File: src/rtl/router_pkg.sv
// Shared types and constants for the 1x3 router control path.
// Ports are fixed at three; the header address occupies byte[1:0].
package router_pkg;

    localparam int ADDR_W    = 2;
    localparam int NUM_PORTS = 3;

    localparam logic [ADDR_W-1:0] ADDR_INVALID = 2'b11;

    typedef enum logic [2:0] {
        DECODE_ADDRESS   = 3'd0,
        LOAD_FIRST_DATA  = 3'd1,
        LOAD_DATA        = 3'd2,
        FIFO_FULL_STATE  = 3'd3,
        LOAD_AFTER_FULL  = 3'd4,
        LOAD_PARITY      = 3'd5,
        CHECK_PARITY_ERR = 3'd6,
        WAIT_TILL_EMPTY  = 3'd7
    } state_t;

endpackage

File: src/rtl/router_fsm.sv
// Router control FSM: decodes the header address, then sequences header,
// payload and parity loading into the selected output FIFO.
module router_fsm
    import router_pkg::*;
(
    input  logic              clk,
    input  logic              rst,
    input  logic              pkt_valid,
    input  logic [ADDR_W-1:0] datain,
    input  logic              parity_done,
    input  logic              low_pkt_valid,
    input  logic              fifo_full,
    input  logic              fifo_empty_0,
    input  logic              fifo_empty_1,
    input  logic              fifo_empty_2,
    input  logic              soft_reset_0,
    input  logic              soft_reset_1,
    input  logic              soft_reset_2,
    output logic              busy,
    output logic              detect_add,
    output logic              lfd_state,
    output logic              ld_state,
    output logic              laf_state,
    output logic              full_state,
    output logic              write_enb_reg,
    output logic              rst_int_reg
);

    state_t            state_reg;
    state_t            state_next;
    logic [ADDR_W-1:0] addr_reg;

    // Padded to four entries so the invalid address indexes a constant 0.
    logic [3:0] empty_vec;
    logic [3:0] soft_reset_vec;

    assign empty_vec      = {1'b0, fifo_empty_2, fifo_empty_1, fifo_empty_0};
    assign soft_reset_vec = {1'b0, soft_reset_2, soft_reset_1, soft_reset_0};

    logic addr_ok;
    assign addr_ok = pkt_valid && (datain != ADDR_INVALID);

    always_ff @(posedge clk or negedge rst) begin
        if (!rst) begin
            state_reg <= DECODE_ADDRESS;
            addr_reg  <= '0;
        end else begin
            state_reg <= state_next;
            if (state_reg == DECODE_ADDRESS && addr_ok) begin
                addr_reg <= datain;
            end
        end
    end

    always_comb begin
        state_next    = state_reg;
        detect_add    = 1'b0;
        lfd_state     = 1'b0;
        ld_state      = 1'b0;
        full_state    = 1'b0;
        laf_state     = 1'b0;
        rst_int_reg   = 1'b0;
        write_enb_reg = 1'b0;
        busy          = 1'b1;

        case (state_reg)
            DECODE_ADDRESS: begin
                detect_add = 1'b1;
                busy       = 1'b0;
                if (addr_ok) begin
                    state_next = empty_vec[datain] ? LOAD_FIRST_DATA : WAIT_TILL_EMPTY;
                end
            end
            LOAD_FIRST_DATA: begin
                lfd_state  = 1'b1;
                state_next = LOAD_DATA;
            end
            LOAD_DATA: begin
                ld_state      = 1'b1;
                write_enb_reg = 1'b1;
                busy          = 1'b0;
                // A full FIFO takes precedence over the end of the packet.
                if (fifo_full) begin
                    state_next = FIFO_FULL_STATE;
                end else if (!pkt_valid) begin
                    state_next = LOAD_PARITY;
                end
            end
            FIFO_FULL_STATE: begin
                full_state = 1'b1;
                if (!fifo_full) begin
                    state_next = LOAD_AFTER_FULL;
                end
            end
            LOAD_AFTER_FULL: begin
                laf_state     = 1'b1;
                write_enb_reg = 1'b1;
                if (parity_done) begin
                    state_next = DECODE_ADDRESS;
                end else if (low_pkt_valid) begin
                    state_next = LOAD_PARITY;
                end else begin
                    state_next = LOAD_DATA;
                end
            end
            LOAD_PARITY: begin
                write_enb_reg = 1'b1;
                state_next    = CHECK_PARITY_ERR;
            end
            CHECK_PARITY_ERR: begin
                rst_int_reg = 1'b1;
                state_next  = fifo_full ? FIFO_FULL_STATE : DECODE_ADDRESS;
            end
            WAIT_TILL_EMPTY: begin
                if (empty_vec[addr_reg]) begin
                    state_next = LOAD_FIRST_DATA;
                end
            end
            default: begin
                state_next = DECODE_ADDRESS;
            end
        endcase

        // The destination's soft reset abandons the packet from any busy phase.
        if (state_reg != DECODE_ADDRESS && soft_reset_vec[addr_reg]) begin
            state_next = DECODE_ADDRESS;
        end
    end

endmodule
File: config.mk
export PLATFORM = sky130hd
export DESIGN_NAME = router_fsm
export DESIGN_NICKNAME = d
export VERILOG_FILES = /design/src/rtl/router_pkg.sv /design/src/rtl/router_fsm.sv
export SDC_FILE = /design/constraint.sdc
export NUM_CORES = 1
export LEC_CHECK = 0
export CAP_MARGIN = 15
export CORE_AREA = 2 2 39 41
export CTS_CLUSTER_DIAMETER = 40
export CTS_CLUSTER_SIZE = 20
export DETAILED_ROUTE_END_ITERATION = 16
export DIE_AREA = 0 0 41 43
export PLACE_DENSITY = 0.79
export SLEW_MARGIN = 20
export SYNTH_ARGS = -nofsm -noshare
export SYNTH_HDL_FRONTEND = slang
export SYNTH_SLANG_ARGS = --single-unit
File: constraint.sdc
create_clock -name clk -period 1.9 [get_ports clk]
set_input_delay 0.475 -clock clk [delete_from_list [all_inputs] [get_ports clk]]
set_output_delay 0.475 -clock clk [all_outputs]
set_load 0.02 [all_outputs]
==> metrics, run 1 <==
top cell type's share of synthesized area 25.77%; Reg area 126.4 sq um; Post-DP HPWL 1095 um; Gate Count Post-Synth 61; drt wl/cell 12.14 um; # diodes 0; CP cell instances buf_4 -> buf_4 -> and2_1 -> dlygate4sd2_1; max-slew violation count 0; FP Rows 14; synthesized cell area 485.5 sq um; Placement Setup Slack -0.1258 ns; outcome complete, no violations; CTS clk-pin slew, worst paths 0.05 ns; area of placed instances 783.3 sq um; die height 43 um; Crit path arrival time 1.38 ns; Clock power frac 11.0%; initial antenna violation count 0; Final #Nets 110; Pwr Total 1.155 mW; r2r startpoint state_reg[0]; CP max stage cell dfrtp_1; DRT antenna net count 0; DR pass1 iterations 4; max reg flops 3; Hold WC Path Type input port to asynchronous set/reset pin; Starting Density 35.08%; first-pass GRT wire length 2097 um; fraction of layout cells with a size suffix above 1 30.53%; PwrDens 1479 mW/mm^2; setup ws final 0.04172 ns; Worst Setup EP rst_int_reg; Total GRT Usage 17.74%; final number of setup-violating endpoints 0; Max clock buf depth 2; Vias/cell 5.270; RR Endpoint state_reg[2]; port bufs 21; Clock Latency Late Sink 0.25 ns; Post-Syn Area per Cell 7.958 sq um; post-route cell area 780.7 sq um; synth top area cells dfrtp_1 (26%), mux2i_1 (6.2%), nand2_1 (5.4%); 1st-iter DRT viols 19; Placer Congestion 0.8531; WP data required 1.42 ns; max incr delay on CP 0.40 ns; Slew Limit Headroom 83.22%; critical path startpoint state_reg[1]; post-synthesis cell type count 29; Comb power frac 68.4%; filler cell count 146; peak supply drop 0.0007441 V; max-cap violation count 0; critical path type flop to primary output; Psw 517.5 uW; final setup skew 0.006997 ns; hold slack 0.4529 ns; Ys Warns 0; reg2reg path depth 5; minimum clock period 1.858 ns; area growth from synthesis to layout 60.82%; post-synthesis net count 75; Peak Freq 0.5381 GHz; final WL 1348 um; reg2reg setup slack 0.25 ns; area of the multi-input gates 340.3 sq um; IO Pins 22; switching part of the total 44.81%; DRC 0; P_int 637.4 uW; flops & latches, synth 5; vias in the first global route 527; Final Cycle Share 97.80%; Flop pwr share 20.5%; GRT overflow 0; CTS tree done; largest net degree at the start of global routing 12; register area share after synthesis 25.77%; CTS buffer count 3; die area 0.001763 sq mm; crit start category flop; Die X 41 um; Root Driver clkbuf_4; cell mode on critical path buf_4; core footprint 0.001384 sq mm; Crit. End Element primary output; clk sink count 5; Vias 585; LEAKAGE 0.3659 nW; setup bufs post-CTS 0; Final Hold Vio Count 0; Tightest Pin Transition 0.2509 ns; largest area contributor in the netlist dfrtp_1; largest fanout on the critical path 5; htree depth 1
-- how the worst min path moves through the flow --
stage,start,end,depth (start not counted),slack [ns]
4_1_cts,rst,state_reg[2],1,0.46
3_3_place_gp,addr_reg[0],addr_reg[0],1,0.59
2_1_floorplan,rst,addr_reg[0],0,0.18
6_report,rst,state_reg[0],1,0.45
5_1_grt,rst,state_reg[0],1,0.46
3_5_place_dp,addr_reg[0],addr_reg[0],1,0.60
-- power by group through the flow --
stage	combinational [mW]	sequential [mW]	clock, mW
floorplan	0.507	0.215	0
global placement	0.851	0.232	0
detailed placement	0.864	0.233	0
CTS	0.826	0.235	0.127
global route	0.863	0.250	0.139
finish	0.790	0.237	0.128
-- cell usage in the layout, fill, tap and decap left out, types with 2 or more instances in the layout --
cell             count
o21ai_0              5
o31ai_1              2
mux2i_1              3
nand3b_1             2
dfrtp_1              4
o22a_2               2
buf_2                5
clkbuf_4             3
dlygate4sd2_1        2
clkdlybuf4s50_1     13
buf_4               11
nand2b_1             3
o211ai_1             2
nand2_1              7
a21oi_1              2
nor2_1               6
nor2b_1              2
inv_1                2
-- area by class of cell --
cell class	count	area share, %
Timing Repair Buffer	32	33.33
Tap cell	16	2.564
Clock buffer	4	3.365
Sequential cell	5	16.19
Inverter	2	0.9615
Multi-Input combinational cell	52	43.59
-- synthesized netlist by cell type --
cell,instances
a211oi_1,1
a21oi_1,2
a21oi_2,1
a22oi_1,1
and2_1,1
and3_2,1
buf_4,2
dfrtp_1,5
inv_1,2
mux2i_1,3
nand2_1,7
nand2b_1,3
nand3b_1,2
nor2_1,6
nor2b_1,3
nor3b_1,1
o211a_1,1
o211ai_1,2
o21a_1,1
o21ai_0,5
o221ai_1,1
o22a_1,1
o22a_2,2
o31ai_1,2
or2_2,1
or2b_2,1
or3_1,1
or3_4,1
or3b_1,1
-- per-stage QoR --
stage	util, %	instances	setup TNS (ns)
5_1_grt	56.42	111	-0.007170
3_3_place_gp	56.60	107	-0.3518
4_1_cts	58.50	111	-0.004572
3_5_place_dp	56.60	107	-0.5003
2_1_floorplan	-	61	0
6_report	56.42	111	0
-- kinds of logic after synthesis --
logic type | synth area share, %
muxes | 6.186
buffers and inverters | 4.639
DFF | 25.77
and+or+nand+nor | 33.77
AOI/OAI and AO/OA | 29.64
-- worst max-delay path: cells and delay by family, from the launching register on --
kind          cells  cell delay (ns)
buf+inv           3             0.61
flops             1             0.40
simple gates      1             0.13
-- timing repair --
| item | in CTS | in global routing |
|---|---|---|
| hold buffers | 0 | 0 |
| endpoints found under the setup margin | 8 | 7 |
| resized for setup | 23 | 6 |
-- layer usage --
layer	share of wire (%)	track usage, %
met3	6.5	9.424
met5	0	0
met4	0.59	2.000
met2	50	28.44
met1	43	20.85
No activity file was read; power rests on OpenSTA's default activity.
==> run 2: changes to the inputs <==
clock period = 2 ns   (was 1.9 ns; I/O delays follow)
==> run 2 against run 1 <==
Final cell count shrank 2.7%. Critical path depth down 1. Register-to-register slack better by 0.06 ns. Sequential share of layout area increased by 0.29 points. Via count decreased by 3.6%.
==> metrics, run 2 (synthesis gave the netlist of run 1 again) <==
outcome complete, no violations; core footprint 0.001384 sq mm (unchanged); reg2reg setup slack 0.31 ns (+0.06 ns); drt wl/cell 11.84 um (-2.5%); largest net degree at the start of global routing 11 (-1); max-slew violation count 0 (unchanged); RR Endpoint state_reg[2]; IO Pins 22 (unchanged); Total GRT Usage 16.23% (-1.5 points); DR pass1 iterations 4 (unchanged); Worst Setup EP busy; Crit. End Element primary output; PwrDens 1415 mW/mm^2 (-4.4%); Reg area 126.4 sq um (unchanged); Root Driver clkbuf_4; reg2reg path depth 5 (unchanged); area of the multi-input gates 340.3 sq um (unchanged); CTS buffer count 3 (unchanged); Die X 41 um (unchanged); CTS tree done; setup TNS 0 ns (unchanged); max-cap violation count 0 (unchanged); Starting Density 35.08% (unchanged); max reg flops 3 (unchanged); initial antenna violation count 0 (unchanged); GRT overflow 0 (unchanged); Placer Congestion 0.8187 (-4.0%); CP max stage cell dfrtp_2; WP data required 1.50 ns (+0.08 ns); area growth from synthesis to layout 57.99%; critical path type flop to primary output; Crit path depth 3 (-1); peak supply drop 0.0007570 V (+1.7%); critical path startpoint state_reg[0]; FP Rows 14 (unchanged); max incr delay on CP 0.44 ns (+0.04 ns); Max clock buf depth 2 (unchanged); # diodes 0 (unchanged); CTS clk-pin slew, worst paths 0.04 ns (about the same); die height 43 um (unchanged); port bufs 21 (unchanged); setup bufs post-CTS 0 (unchanged); LEAKAGE 0.3500 nW (-4.3%); Final Hold Vio Count 0 (unchanged); Post-DP HPWL 1042 um (-4.9%); commonest non-fill, non-tap cell in the layout clkdlybuf4s50_1; Slew Limit Headroom 83.82% (+0.60 points); crit start category flop; DRC 0 (unchanged); WP buf/inv 2 (-1); fraction of layout cells with a size suffix above 1 26.09% (-4.4 points); post-route cell area 767.0 sq um (-1.8%); Tightest Pin Transition 0.2422 ns (-0.008757 ns); final number of setup-violating endpoints 0 (unchanged); Final Cycle Share 97.67%; vias in the first global route 489 (-7.2%); Hold WC Path Type input port to asynchronous set/reset pin; largest fanout on the critical path 10 (+5); 1st-iter DRT viols 2 (-17); unrepaired setup endpoints after global routing false; CP cell instances buf_4 -> or2_2 -> dlygate4sd2_1; Peak Freq 0.5119 GHz; die area 0.001763 sq mm (unchanged); minimum clock period 1.953 ns; clk sink count 5 (unchanged); first-pass GRT wire length 1952 um (-6.9%); final setup skew 0.002132 ns (-0.004865 ns); Clock Latency Late Sink 0.24 ns (about the same); r2r startpoint state_reg[0]; Vias/cell 5.222 (-0.91%); cts hold-fix bufs 0 (unchanged); most frequent cells in the layout clkdlybuf4s50_1 (13), buf_4 (8), nand2_1 (7), nor2_1 (6), o21ai_0 (5); htree depth 1 (unchanged); filler cell count 125 (-14%); Final #Nets 107 (-2.7%); post-cts resize count 10 (-57%); DRT antenna net count 0 (unchanged); Crit path arrival time 1.45 ns (+0.07 ns); critical path's top delay family buffers and inverters; final WL 1279 um (-5.1%); area of placed instances 760.7 sq um (-2.9%); Vias 564 (-3.6%); Pwr Total 1.085 mW (-6.0%)
-- run 2: cell count changes in the layout (fill, tap and decap cells not counted), sizes merged --
cell,before,now
dlygate4sd2,2,3
clkbuf,5,8
clkdlybuf4s15,0,1
buf,16,8
-- run 2: worst min-delay path by stage --
stage                           start           end
after floorplan                   rst   addr_reg[0]
after global placement    addr_reg[0]   addr_reg[0]
after detailed placement  addr_reg[1]   addr_reg[1]
after CTS                         rst  state_reg[1]
after global routing              rst  state_reg[2]
final                             rst  state_reg[2]
-- run 2: final cells by class --
type | instances | share of cell area (%)
inverters | 2 | 0.9788
repair buffers | 29 | 32.14
flip-flops and latches | 5 | 16.48
multi-input cells | 52 | 44.37
well taps | 16 | 2.610
clock buffers | 4 | 3.426
-- run 2: where the power goes --
group	switching, mW	internal, mW	total [mW]	leakage [nW]
Sequential	0.0731	0.156	0.229	0.0600
Combinational	0.373	0.368	0.741	0.275
Clock	0.0400	0.0753	0.115	0.0150
-- run 2: layer usage --
| layer | track usage, % | up-vias | routed length (um) | part of all wire [%] |
|---|---|---|---|---|
| met3 | 6.283 | 2 | 48 | 3.8 |
| met2 | 25.31 | 12 | 602 | 47 |
| li1 | - | 285 | - | - |
| met5 | 0 | - | 0 | 0 |
| met4 | 4.000 | 0 | 19 | 1.5 |
| met1 | 20.20 | 265 | 608 | 48 |
-- run 2: metrics by stage --
stage          worst slack, ns  util [%]  cells  hold slack, ns
2_1_floorplan           0.2507         -     61          0.2044
3_3_place_gp          -0.04420     54.97    104          0.5958
3_5_place_dp          -0.04401     54.97    104          0.5977
4_1_cts               0.005019     56.42    108          0.4861
5_1_grt               0.004644     55.43    108          0.4975
6_report               0.04660     55.43    108          0.4796
==> run 3: changes to the inputs <==
CAP_MARGIN = 5   (was 15)
==> results of run 3 <==
Final layout, timing and power as in run 2 (identical DEF).
